$ cat src/rtl/sfx_sequencer_if.sv
// Event/sound bundle between the game logic (master) and the jingle sequencer (slave).
// freq is 10 bits wide so the 523 Hz note of the good-collision jingle fits.
interface sfx_sequencer_if;
  logic       goodColl;
  logic       badColl;
  logic       move;
  logic       mute;
  logic [9:0] freq;
  logic       playSound;
  logic       busy;
  logic [1:0] note_idx;

  modport master (
    output goodColl, badColl, move, mute,
    input  freq, playSound, busy, note_idx
  );

  modport slave (
    input  goodColl, badColl, move, mute,
    output freq, playSound, busy, note_idx
  );
endinterface

$ cat src/rtl/sfx_sequencer.sv
// Turns one-cycle game event pulses into timed multi-note jingles for the tone oscillator.
// Define SFX_SEQ_QUEUE_EN to keep one lower-priority event pending until the current jingle ends.
module sfx_sequencer #(
  parameter int TICK_W     = 8,
  parameter int GOOD_TICKS = 10,
  parameter int BAD_TICKS  = 15,
  parameter int MOVE_TICKS = 3,
  parameter int GAP_TICKS  = 1
) (
  input  logic           clk,
  input  logic           nRst,
  sfx_sequencer_if.slave bus
);

  typedef enum logic [1:0] {S_IDLE, S_PLAY, S_GAP} state_e;
  // Encoded in priority order so class comparison is a plain magnitude compare.
  typedef enum logic [1:0] {C_NONE, C_MOVE, C_GOOD, C_BAD} cls_e;

  localparam logic [TICK_W-1:0] GAP_LOAD = (GAP_TICKS > 0) ? TICK_W'(GAP_TICKS - 1) : '0;

  function automatic logic [TICK_W-1:0] note_load(cls_e c);
    case (c)
      C_BAD:   note_load = TICK_W'(BAD_TICKS - 1);
      C_GOOD:  note_load = TICK_W'(GOOD_TICKS - 1);
      default: note_load = TICK_W'(MOVE_TICKS - 1);
    endcase
  endfunction

  function automatic logic [9:0] note_freq(cls_e c, logic [1:0] i);
    case ({c, i})
      {C_BAD,  2'd0}: note_freq = 10'd311;
      {C_BAD,  2'd1}: note_freq = 10'd262;
      {C_GOOD, 2'd0}: note_freq = 10'd440;
      {C_GOOD, 2'd1}: note_freq = 10'd494;
      {C_GOOD, 2'd2}: note_freq = 10'd523;
      {C_MOVE, 2'd0}: note_freq = 10'd262;
      default:        note_freq = 10'd0;
    endcase
  endfunction

  function automatic logic [1:0] last_idx(cls_e c);
    case (c)
      C_BAD:   last_idx = 2'd1;
      C_GOOD:  last_idx = 2'd2;
      default: last_idx = 2'd0;
    endcase
  endfunction

  state_e            state_q, state_d;
  cls_e              cls_q, cls_d;
  cls_e              ev_cls, start_cls;
  logic [TICK_W-1:0] cnt_q, cnt_d;
  logic [1:0]        idx_q, idx_d;
  logic [9:0]        freq_q, freq_d;
  logic              play_q, play_d;
  logic              busy_q, busy_d;
  logic              accept;
`ifdef SFX_SEQ_QUEUE_EN
  cls_e              pend_q, pend_d;
`endif

  always_comb begin
    if (bus.badColl)       ev_cls = C_BAD;
    else if (bus.goodColl) ev_cls = C_GOOD;
    else if (bus.move)     ev_cls = C_MOVE;
    else                   ev_cls = C_NONE;
  end

  assign accept = (ev_cls != C_NONE) && ((state_q == S_IDLE) || (ev_cls >= cls_q));

  always_comb begin
    // NOTE: every variable gets a hold/default value first, so no path through
    // this block can leave one unassigned and infer a latch.
    state_d   = state_q;
    cls_d     = cls_q;
    cnt_d     = cnt_q;
    idx_d     = idx_q;
    freq_d    = freq_q;
    play_d    = play_q;
    busy_d    = busy_q;
    start_cls = C_NONE;
`ifdef SFX_SEQ_QUEUE_EN
    pend_d    = pend_q;
`endif

    if (bus.mute) begin
      state_d = S_IDLE;
      cls_d   = C_NONE;
      cnt_d   = '0;
      idx_d   = 2'd0;
      freq_d  = 10'd0;
      play_d  = 1'b0;
      busy_d  = 1'b0;
`ifdef SFX_SEQ_QUEUE_EN
      pend_d  = C_NONE;
`endif
    end else if (accept) begin
      start_cls = ev_cls;
`ifdef SFX_SEQ_QUEUE_EN
      pend_d    = C_NONE;
`endif
    end else if (state_q != S_IDLE) begin
`ifdef SFX_SEQ_QUEUE_EN
      // Only lower-priority events reach here; the best of them waits.
      if (ev_cls > pend_q) pend_d = ev_cls;
`endif
      if (cnt_q != '0) begin
        cnt_d = cnt_q - 1'b1;
      end else if (state_q == S_PLAY && idx_q == last_idx(cls_q)) begin
        state_d = S_IDLE;
        cls_d   = C_NONE;
        idx_d   = 2'd0;
        freq_d  = 10'd0;
        play_d  = 1'b0;
        busy_d  = 1'b0;
`ifdef SFX_SEQ_QUEUE_EN
        if (pend_d != C_NONE) begin
          start_cls = pend_d;
          pend_d    = C_NONE;
        end
`endif
      end else if (state_q == S_PLAY && GAP_TICKS > 0) begin
        state_d = S_GAP;
        play_d  = 1'b0;
        cnt_d   = GAP_LOAD;
      end else begin
        state_d = S_PLAY;
        idx_d   = idx_q + 2'd1;
        freq_d  = note_freq(cls_q, idx_q + 2'd1);
        play_d  = 1'b1;
        cnt_d   = note_load(cls_q);
      end
    end

    if (start_cls != C_NONE) begin
      state_d = S_PLAY;
      cls_d   = start_cls;
      cnt_d   = note_load(start_cls);
      idx_d   = 2'd0;
      freq_d  = note_freq(start_cls, 2'd0);
      play_d  = 1'b1;
      busy_d  = 1'b1;
    end
  end

  // NOTE: sequential state uses non-blocking assignments so every flop samples
  // the pre-edge values regardless of statement order.
  always_ff @(posedge clk or negedge nRst) begin
    if (!nRst) begin
      state_q <= S_IDLE;
      cls_q   <= C_NONE;
      cnt_q   <= '0;
      idx_q   <= 2'd0;
      freq_q  <= 10'd0;
      play_q  <= 1'b0;
      busy_q  <= 1'b0;
`ifdef SFX_SEQ_QUEUE_EN
      pend_q  <= C_NONE;
`endif
    end else begin
      state_q <= state_d;
      cls_q   <= cls_d;
      cnt_q   <= cnt_d;
      idx_q   <= idx_d;
      freq_q  <= freq_d;
      play_q  <= play_d;
      busy_q  <= busy_d;
`ifdef SFX_SEQ_QUEUE_EN
      pend_q  <= pend_d;
`endif
    end
  end

  assign bus.freq      = freq_q;
  assign bus.playSound = play_q;
  assign bus.busy      = busy_q;
  assign bus.note_idx  = idx_q;

endmodule

$ cat src/flat_wrapper.sv
// flat-port wrapper written by rule: the top's interface ports become plain ports
module sfx_sequencer_flat 
#(
  parameter int TICK_W     = 8,
  parameter int GOOD_TICKS = 10,
  parameter int BAD_TICKS  = 15,
  parameter int MOVE_TICKS = 3,
  parameter int GAP_TICKS  = 1
)
  (clk, nRst, bus_goodColl, bus_badColl, bus_move, bus_mute, bus_freq, bus_playSound, bus_busy, bus_note_idx);
  sfx_sequencer_if bus_i ();
  input  logic clk;
  input  logic nRst;
  input wire logic [$bits(bus_i.goodColl)-1:0] bus_goodColl;
  input wire logic [$bits(bus_i.badColl)-1:0] bus_badColl;
  input wire logic [$bits(bus_i.move)-1:0] bus_move;
  input wire logic [$bits(bus_i.mute)-1:0] bus_mute;
  output wire logic [$bits(bus_i.freq)-1:0] bus_freq;
  output wire logic [$bits(bus_i.playSound)-1:0] bus_playSound;
  output wire logic [$bits(bus_i.busy)-1:0] bus_busy;
  output wire logic [$bits(bus_i.note_idx)-1:0] bus_note_idx;
  assign bus_i.goodColl = bus_goodColl;
  assign bus_i.badColl = bus_badColl;
  assign bus_i.move = bus_move;
  assign bus_i.mute = bus_mute;
  assign bus_freq = bus_i.freq;
  assign bus_playSound = bus_i.playSound;
  assign bus_busy = bus_i.busy;
  assign bus_note_idx = bus_i.note_idx;
  sfx_sequencer #(.TICK_W(TICK_W), .GOOD_TICKS(GOOD_TICKS), .BAD_TICKS(BAD_TICKS), .MOVE_TICKS(MOVE_TICKS), .GAP_TICKS(GAP_TICKS)) u_core (.clk(clk), .nRst(nRst), .bus(bus_i));
endmodule
$ cat config.mk
export PLATFORM = sky130hd
export DESIGN_NAME = sfx_sequencer_flat
export DESIGN_NICKNAME = d
export VERILOG_FILES = /design/src/rtl/sfx_sequencer_if.sv /design/src/rtl/sfx_sequencer.sv /design/src/flat_wrapper.sv
export SDC_FILE = /design/constraint.sdc
export NUM_CORES = 1
export LEC_CHECK = 0
export CAP_MARGIN = 10
export CORE_MARGIN = 4
export CORE_UTILIZATION = 56
export DETAILED_ROUTE_END_ITERATION = 8
export HOLD_SLACK_MARGIN = 0.08
export PLACE_DENSITY = 0.87
export SETUP_SLACK_MARGIN = 0.4
export SLEW_MARGIN = 20
export SYNTH_ARGS = -nofsm -noshare
export SYNTH_HDL_FRONTEND = slang
export SYNTH_SLANG_ARGS = --single-unit
$ cat constraint.sdc
create_clock -name clk -period 2.4 [get_ports clk]
set_input_delay 0.24 -clock clk [delete_from_list [all_inputs] [get_ports clk]]
set_output_delay 0.24 -clock clk [all_outputs]
set_load 0.01 [all_outputs]
==> run summary, run 1 <==
The initial cell density of the core came out at 58.40%. The initial antenna violation count is 0. From bottom edge to top edge, the die measures 64.43 um.

Dividing the final minimum period by the clock period gives 82.46%. The worst max-slew margin expressed relative to the limit came out at 58.92%. The all-layer global routing usage came out at 25.89%. Max-cap violations in this run came to 0. Setup violations remaining at the end of the flow were counted as 0. The pin slew with the least headroom to its limit is 0.6115 ns. For this design the static power due to leakage is 0.9744 nW. The number of clock sinks seen by CTS came out at 25. The number of slew-limit violations in the final report was 0.

The critical path data arrival time came out at approximately 2.2 ns. Using the TritonRoute via totals, the vias-per-cell ratio works out to 6.362. The core box area is slightly above 3000 um2. The sum of net half-perimeters after detailed placement came out at 3611 um.

The largest net degree at the start of global routing is 26. The peak clock frequency supported by timing is 505.3 MHz. The via count of the first global-routing pass came out at 1,767. The final antenna-violating net count is 0.

The I/O pin total is 20. The worst setup path is launched from a flip-flop. The biggest cell delay along the critical path is 0.44 ns.

The worst-case IR drop observed on VDD is 0.0003575 V. The number of inserted diodes came out at 0. The critical path in this run is classified as reg -> reg. In the final layout, the share of cells above drive strength 1 is 27.31%. The die area came out at 4151 um2.

The final routed wirelength across all metal layers came out at 5267 um. The class of the tightest hold or removal check is in -> async. Among all flip-flop cells after synthesis, the most frequent one is dfrtp_1. Setup repair after global routing left no endpoint under its margin. The clock latency reported for the late side of the worst-skew pair is 0.33 ns. The data required time of the worst path came out at 2.64 ns. The floorplan die width is 64.43 um. The clock period minus worst slack came out at 1.979 ns. The clock tree from TritonCTS is done. The net count reported at finish came out at 252. The total power came out at ~1.3 mW. The number of warnings reported in the yosys synthesis log came out at 0. The run finished with clean final reports. Counting flops with a built-in enable in the synthesized netlist gives 0. The global-route wire length before repair came out at 8438 um. Walking the worst path, the cells encountered are inv_1 > ha_2 > nor4b_4 > nand3_2 > o21bai_4 > buf_4 > a221oi_1. The total overflow reported by the global router came out at 0.

Across the routed clock network, the largest skew measured is 0.006401 ns. For this block, the initial DRC count from the detailed router was 143. CTS built an H-tree with a depth of 1. The largest fanout on the critical path came out at 5. The count of TritonRoute iterations in the first routing pass came out at 4. The post-route worst hold slack came out at 0.2476 ns. The synthesized instance count came out at 193. The area occupied by registers came out at 625.6 um2. The multi-input logic area came out at 1156 um2. Summing over every cut layer, the via total after detailed routing is 1,794. The number of buffers created by CTS is 3. Routability-driven placement finished with a final weighted congestion of 0.9515. The CTS clock-pin slew for the worst setup and hold paths came out at 0.14 ns. The total buffers and inverters traversed by the critical path is 2. Leaving out fill and tap cells, the most frequent cell in the layout is buf_4.

The slowest stage of the critical path is the dfrtp_1 cell. The areal power density over the cells is 541.1 nW/um2. The number of buffers on the longest clock path came out at 2. In the layout the commonest cells are buf_4, dfrtp_1, nor2_1.

The final number of hold-violating endpoints came out at 0. After synthesis, the share of flip-flops with an asynchronous set or reset is 100.0%. The number of buffers added on ports is 19.

STA classifies the critical path endpoint as a flip-flop. In the routed design, unresolved DRC markers number 0. The area added between synthesis and finish came out at 30.74%. The sequential fraction of the synthesis area came out at 35.09%. The wire length per cell after detailed routing is 18.68 um. Clock tree synthesis selected as its root buffer the cell clkbuf_4. In this run, distinct cell masters in the synthesized netlist total 63. The total number of placement rows is 20. The number of storage elements in the synthesis netlist came out at 25.

Averaged over all synthesized cells, the footprint is 9.238 um2. The layout filler cell count is 215. When the netlist entered floorplanning its net count stood at just over 200. On the critical path the largest part of the delay comes from compound AO/OA/AOI/OAI gates. The mapped cell area came out at 1783 um2.
stage by stage:
stage               util, %  instance area [um2]  std cells  setup slack [ns]   TNS [ns]
global route          76.35                 2331        282            0.3451          0
detailed placement    69.92                 2135        266          -0.08589    -0.6367
CTS                   72.01                 2198        272            0.4005          0
floorplan                 -                 1814        193            0.4031          0
finish                76.35                 2331        282            0.4209          0
global placement      69.92                 2135        266         -0.009957  -0.009957
final timing paths:
| path | slack (ns) | to | from | cells past startpoint |
|---|---|---|---|---|
| worst max-delay path | 0.42 | u_core.bus.freq[1]$_DFFE_PN0P_ | u_core.cnt_q[1]$_DFFE_PN0P_ | 7 |
| worst min-delay path | 0.25 | u_core.bus.freq[3]$_DFFE_PN0P_ | nRst | 2 |
| worst max register to register | 0.42 | u_core.bus.freq[1]$_DFFE_PN0P_ | u_core.cnt_q[1]$_DFFE_PN0P_ | 7 |
| worst min register to register | 0.54 | u_core.bus.busy$_DFFE_PN0P_ | u_core.bus.busy$_DFFE_PN0P_ | 2 |
| max in group asynchronous | 1.89 | u_core.cnt_q[6]$_DFFE_PN0P_ | nRst | 2 |
| min in group clk | 0.48 | u_core.cnt_q[0]$_DFFE_PN0P_ | bus_badColl | 4 |
power breakdown:
| group | internal, mW | leakage [nW] | switching, mW |
|---|---|---|---|
| clock | 0.0654 | 0.0150 | 0.136 |
| sequential | 0.459 | 0.327 | 0.0382 |
| combinational | 0.269 | 0.632 | 0.294 |
routing by layer:
layer	up-vias	part of all wire (%)	wire [um]	global-route usage, %
li1	805	-	-	-
met3	19	7.4	392	5.373
met4	0	3.4	179	12.66
met5	-	0	0	0
met1	870	39	2043	31.89
met2	100	50	2651	43.04
what timing repair did:
action | in CTS | in global routing
hold endpoints to repair | 0 | 0
gates cloned | 0 | 1
setup buffers | 2 | 9
pin swaps | 4 | 7
setup endpoints to repair | 17 | 16
hold buffers | 0 | 0
gates resized for setup | 8 | 13
sequential cells by signal, summed over array words and instances, names as in the netlist:
name and cells:
u_core.bus.busy 1, u_core.bus.freq 10, u_core.cls_q 2, u_core.bus.note_idx 2, u_core.state_q 1, u_core.cnt_q 8
u_core.bus.playSound 1
logic make-up (layout without fill, tap and decap cells):
group           count (synthesis)  count (layout)  synth area share [%]
flops                          25              25                 35.09
compound gates                 61              62                 26.88
simple gates                   74              74                 24.35
xor+xnor                        1               1                0.4913
buf+inv                        21              65                 5.754
mux                             4               4                 2.526
fa+ha+maj                       7               7                 4.912
layout make-up:
type | count | share of cell area, %
clock buffers | 4 | 1.127
multi-input cells | 148 | 49.60
inverters | 12 | 1.932
well taps | 44 | 2.362
repair buffers | 49 | 18.14
flip-flops and latches | 25 | 26.84
synthesized netlist by cell type (all sizes together) (3+ instances only):
cell    number  area share [%]
o21ai        5             1.4
ha           7             4.9
buf          7             2.8
a21oi       17             5.4
nand2       16             3.5
nand2b       3             1.2
a221oi       4             2.7
o22a         4             2.0
nor2        25             5.4
dfrtp       25              35
a31oi        4             1.4
inv         12             2.5
nand3        9             3.2
mux2i        3             1.7
a211oi       4             2.0
nor3         5             1.4
No activity file was read; power rests on OpenSTA's default activity.
==> run 2, diff against run 1 <==
--- a/config.mk
+++ b/config.mk
@@ -7,10 +7,10 @@
 export LEC_CHECK = 0
 export CAP_MARGIN = 10
 export CORE_MARGIN = 4
-export CORE_UTILIZATION = 56
+export CORE_UTILIZATION = 51
 export DETAILED_ROUTE_END_ITERATION = 8
 export HOLD_SLACK_MARGIN = 0.08
-export PLACE_DENSITY = 0.87
+export PLACE_DENSITY = 0.84
 export SETUP_SLACK_MARGIN = 0.4
 export SLEW_MARGIN = 20
 export SYNTH_ARGS = -nofsm -noshare
==> constraint.sdc (replaced) <==
create_clock -name clk -period 1.8 [get_ports clk]
set_input_delay 0.18 -clock clk [delete_from_list [all_inputs] [get_ports clk]]
set_output_delay 0.18 -clock clk [all_outputs]
set_load 0.01 [all_outputs]
==> run 2 against run 1 <==
The run now ends with setup timing left. Utilization is 4.0 points higher. Die area is 8.6% higher. Clock power is 33% higher. Routed wire length is 15% higher. Setup slack worse by 0.55 ns. Global-route usage is 0.086 points lower. Non-clock buffer count is 26 higher. Clock-buffer cell count is 1 lower. Maximum frequency is 2.8% higher. Flip-flop and latch count stayed put. Largest power group unchanged.
==> run summary, run 2 (same netlist as run 1, synthesis figures left out) <==
The flow ran to the end, but the final reports show violations. The final reports fail on setup timing. The kind of critical path is reg -> reg. The placed standard-cell area is 2345 um2 (+9.8%). The highest ir drop seen on vdd came out at 0.0004557 V (+27%). The worst-case setup margin in the final layout is -0.1248 ns (-0.5457 ns). The CTS clock-pin slew for the worst setup and hold paths is 0.15 ns (about the same). The class of the tightest hold or removal check is in -> async. The number of levels the H-tree was split into is 1 (unchanged).

The final number of hold-violating endpoints is 0 (unchanged). The final routed wirelength across all metal layers is 6062 um (+15%). The areal power density over the cells came out at 692.3 nW/um2 (+28%). The peak clock frequency supported by timing came out at 519.5 MHz (+2.8%). The data required time of the worst path was 2.03 ns (-0.61 ns). The core box area is 3363 um2 (+10%). The sort of element at the end of the critical path is a flip-flop. The count of endpoints failing setup in the final report is 13 (+13). The die area came to 4506 um2 (+8.6%). The sum of net half-perimeters after detailed placement came to 3766 um (+4.3%).

The initial cell density of the core is 53.01% (-5.4 points). The master cell of the clock root buffer is clkbuf_4. The post-route worst hold slack is 0.1975 ns (-0.05018 ns).

The critical path data arrival time is 2.16 ns (-0.06 ns). The floorplan die width is 67.13 um (+4.2%). The final antenna-violating net count is 0 (unchanged). The total power is 1.870 mW (+48%). The area of all placed cells without fillers is 2701 um2 (+16%). The clock tree from TritonCTS is done. The total number of placement rows was 21 (+5.0%). The total overflow reported by the global router came out at 0 (unchanged). The clock latency reported for the late side of the worst-skew pair was 0.34 ns (about the same). The die boundary height came out at 67.13 um (+4.2%). The count of TritonRoute iterations in the first routing pass is 5 (+1). The all-layer global routing usage came out at 25.80% (-0.086 points).

The number of DRC markers in iteration 0 was 175 (+22%). The count of max-cap constraint violations came out at 0 (unchanged). The number of buffers on the longest clock path came out at 2 (unchanged).

The initial antenna violation count came out at 0 (unchanged). The share of final-layout standard cells stronger than drive strength 1 is 47.15% (+20 points). The detail-routed via count per cell came out at 6.227 (-2.1%).

The number of buffers added on ports is 19 (unchanged). The via count of the first global-routing pass came out at 1,857 (+5.1%). The number of buffers created by CTS is 3 (unchanged).

The final sum of negative setup slack is -0.8935 ns (-0.8935 ns). The leakage power summed over all cells is 1.164 nW (+19%). The largest net degree at the start of global routing is 26 (unchanged).

The wire length per cell after detailed routing was 19.62 um (+5.0%). The worst max-slew margin expressed relative to the limit came out at 62.40% (+3.5 points). The number of clock sinks seen by CTS is 25 (unchanged). The I/O pin total came out at 20 (unchanged). The global-route wire length before repair came out at 8804 um (+4.3%).

The final period utilization came out at 106.9% (+24 points). The number of inserted diodes is 0 (unchanged). Setup repair after global routing could not meet its margin everywhere. STA classifies the critical path startpoint as a flip-flop.

The overall via count from detail_route is 1,924 (+7.2%). The setup skew after layout is 0.01054 ns (+0.004137 ns). The area added between synthesis and finish came out at 51.51%.

The net count reported at finish is 277 (+9.9%). The number of slew-limit violations in the final report is 0 (unchanged). The count of unresolved DRC violations after routing is 0 (unchanged). The flip-flop count of the largest register, all copies and words added is 10 (unchanged). The library cells used most frequently in the layout, excluding fill and tap cells, are buf_4, dfrtp_1, nor2_1. The largest fanout on the critical path came to 5 (unchanged). The utilization of the core after routing is 80.32% (+4.0 points). The clock period minus worst slack came to 1.925 ns (-0.05426 ns).

The pin slew with the least headroom to its limit is 0.5568 ns (-0.05473 ns). The worst reg-to-reg path cell count is 6 (-1). The final weighted congestion of routability-driven global placement is 0.9142 (-3.9%).

The library cell used most frequently in the layout, excluding fill and tap cells, is buf_4.
-- run 2: changes by cell type in the layout (fill, tap and decap cells not counted), moves of 4 or more --
cell / previous run / this run
nand3_2: 1 / 6
buf_4: 29 / 46
dlygate4sd2_1: 1 / 14
nand3_1: 7 / 2
buf_6: 1 / 10
a21oi_1: 15 / 10
nor2_1: 23 / 17
clkdlybuf4s50_1: 16 / 2
a21oi_2: 1 / 5
-- run 2: layout make-up --
cell class	instances	area, um2
Multi-Input combinational cell	147	1310
Fill cell	211	661.9
Timing Repair Buffer	75	630.6
Sequential cell	25	628.1
Tap cell	46	57.56
Inverter	12	47.55
Clock buffer	3	22.52
Clock inverter	1	5.005
-- run 2: where the power goes --
group	internal, mW	leakage [nW]	switching, mW
clock network	0.0838	0.0177	0.185
logic	0.458	0.822	0.489
registers	0.613	0.324	0.0417
total	1.15	1.16	0.715
-- run 2: routing by layer --
metal | part of all wire (%) | up-vias | routed length [um] | track usage (%)
met4 | 3.9 | 0 | 236 | 10.13
met1 | 41 | 924 | 2470 | 34.59
met2 | 49 | 118 | 2949 | 42.33
met5 | 0 | - | 0 | 0
li1 | - | 854 | - | -
met3 | 6.7 | 28 | 406 | 2.867
-- run 2: per-stage QoR --
step / setup slack, ns / instances
after CTS: -0.07862 / 302
after detailed placement: -0.6524 / 293
after global placement: -0.5561 / 293
final: -0.1248 / 309
after global routing: -0.1511 / 309
after floorplan: -0.1678 / 193
-- run 2: critical path: stages, from the launching register on --
cell	delay (ns)
dfrtp_1	0.41
ha_1	0.28
nand2b_4	0.16
a211o_4	0.37
a21oi_4	0.19
nand2_4	0.10
mux2_4	0.31
-- run 2: what timing repair did --
action,4_1_cts,5_1_grt
pin swaps,14,14
setup endpoints to repair,39,28
gates resized for setup,47,35
hold buffers,0,0
hold endpoints to repair,0,0
setup buffers,5,7
-- run 2: path summary, 6_finish.rpt --
| check | start | slack [ns] | to |
|---|---|---|---|
| max | u_core.cls_q[0]$_DFFE_PN0P_ | -0.12 | u_core.bus.freq[7]$_DFFE_PN0P_ |
| min | nRst | 0.20 | u_core.bus.note_idx[1]$_DFFE_PN0P_ |
| max reg2reg | u_core.cls_q[0]$_DFFE_PN0P_ | -0.12 | u_core.bus.freq[7]$_DFFE_PN0P_ |
| min reg2reg | u_core.bus.freq[7]$_DFFE_PN0P_ | 0.53 | u_core.bus.freq[7]$_DFFE_PN0P_ |
| max in group asynchronous | nRst | 1.33 | u_core.state_q[1]$_DFFE_PN0P_ |
| min in group clk | bus_badColl | 0.48 | u_core.cnt_q[0]$_DFFE_PN0P_ |
==> run 3, diff against run 2 <==
--- a/config.mk
+++ b/config.mk
@@ -9,7 +9,7 @@
 export CORE_MARGIN = 4
 export CORE_UTILIZATION = 51
 export DETAILED_ROUTE_END_ITERATION = 8
-export HOLD_SLACK_MARGIN = 0.08
+export HOLD_SLACK_MARGIN = 0.12
 export PLACE_DENSITY = 0.84
 export SETUP_SLACK_MARGIN = 0.4
 export SLEW_MARGIN = 20
==> results of run 3 <==
Same layout as run 2: the final DEF is identical, and so are final timing and power.
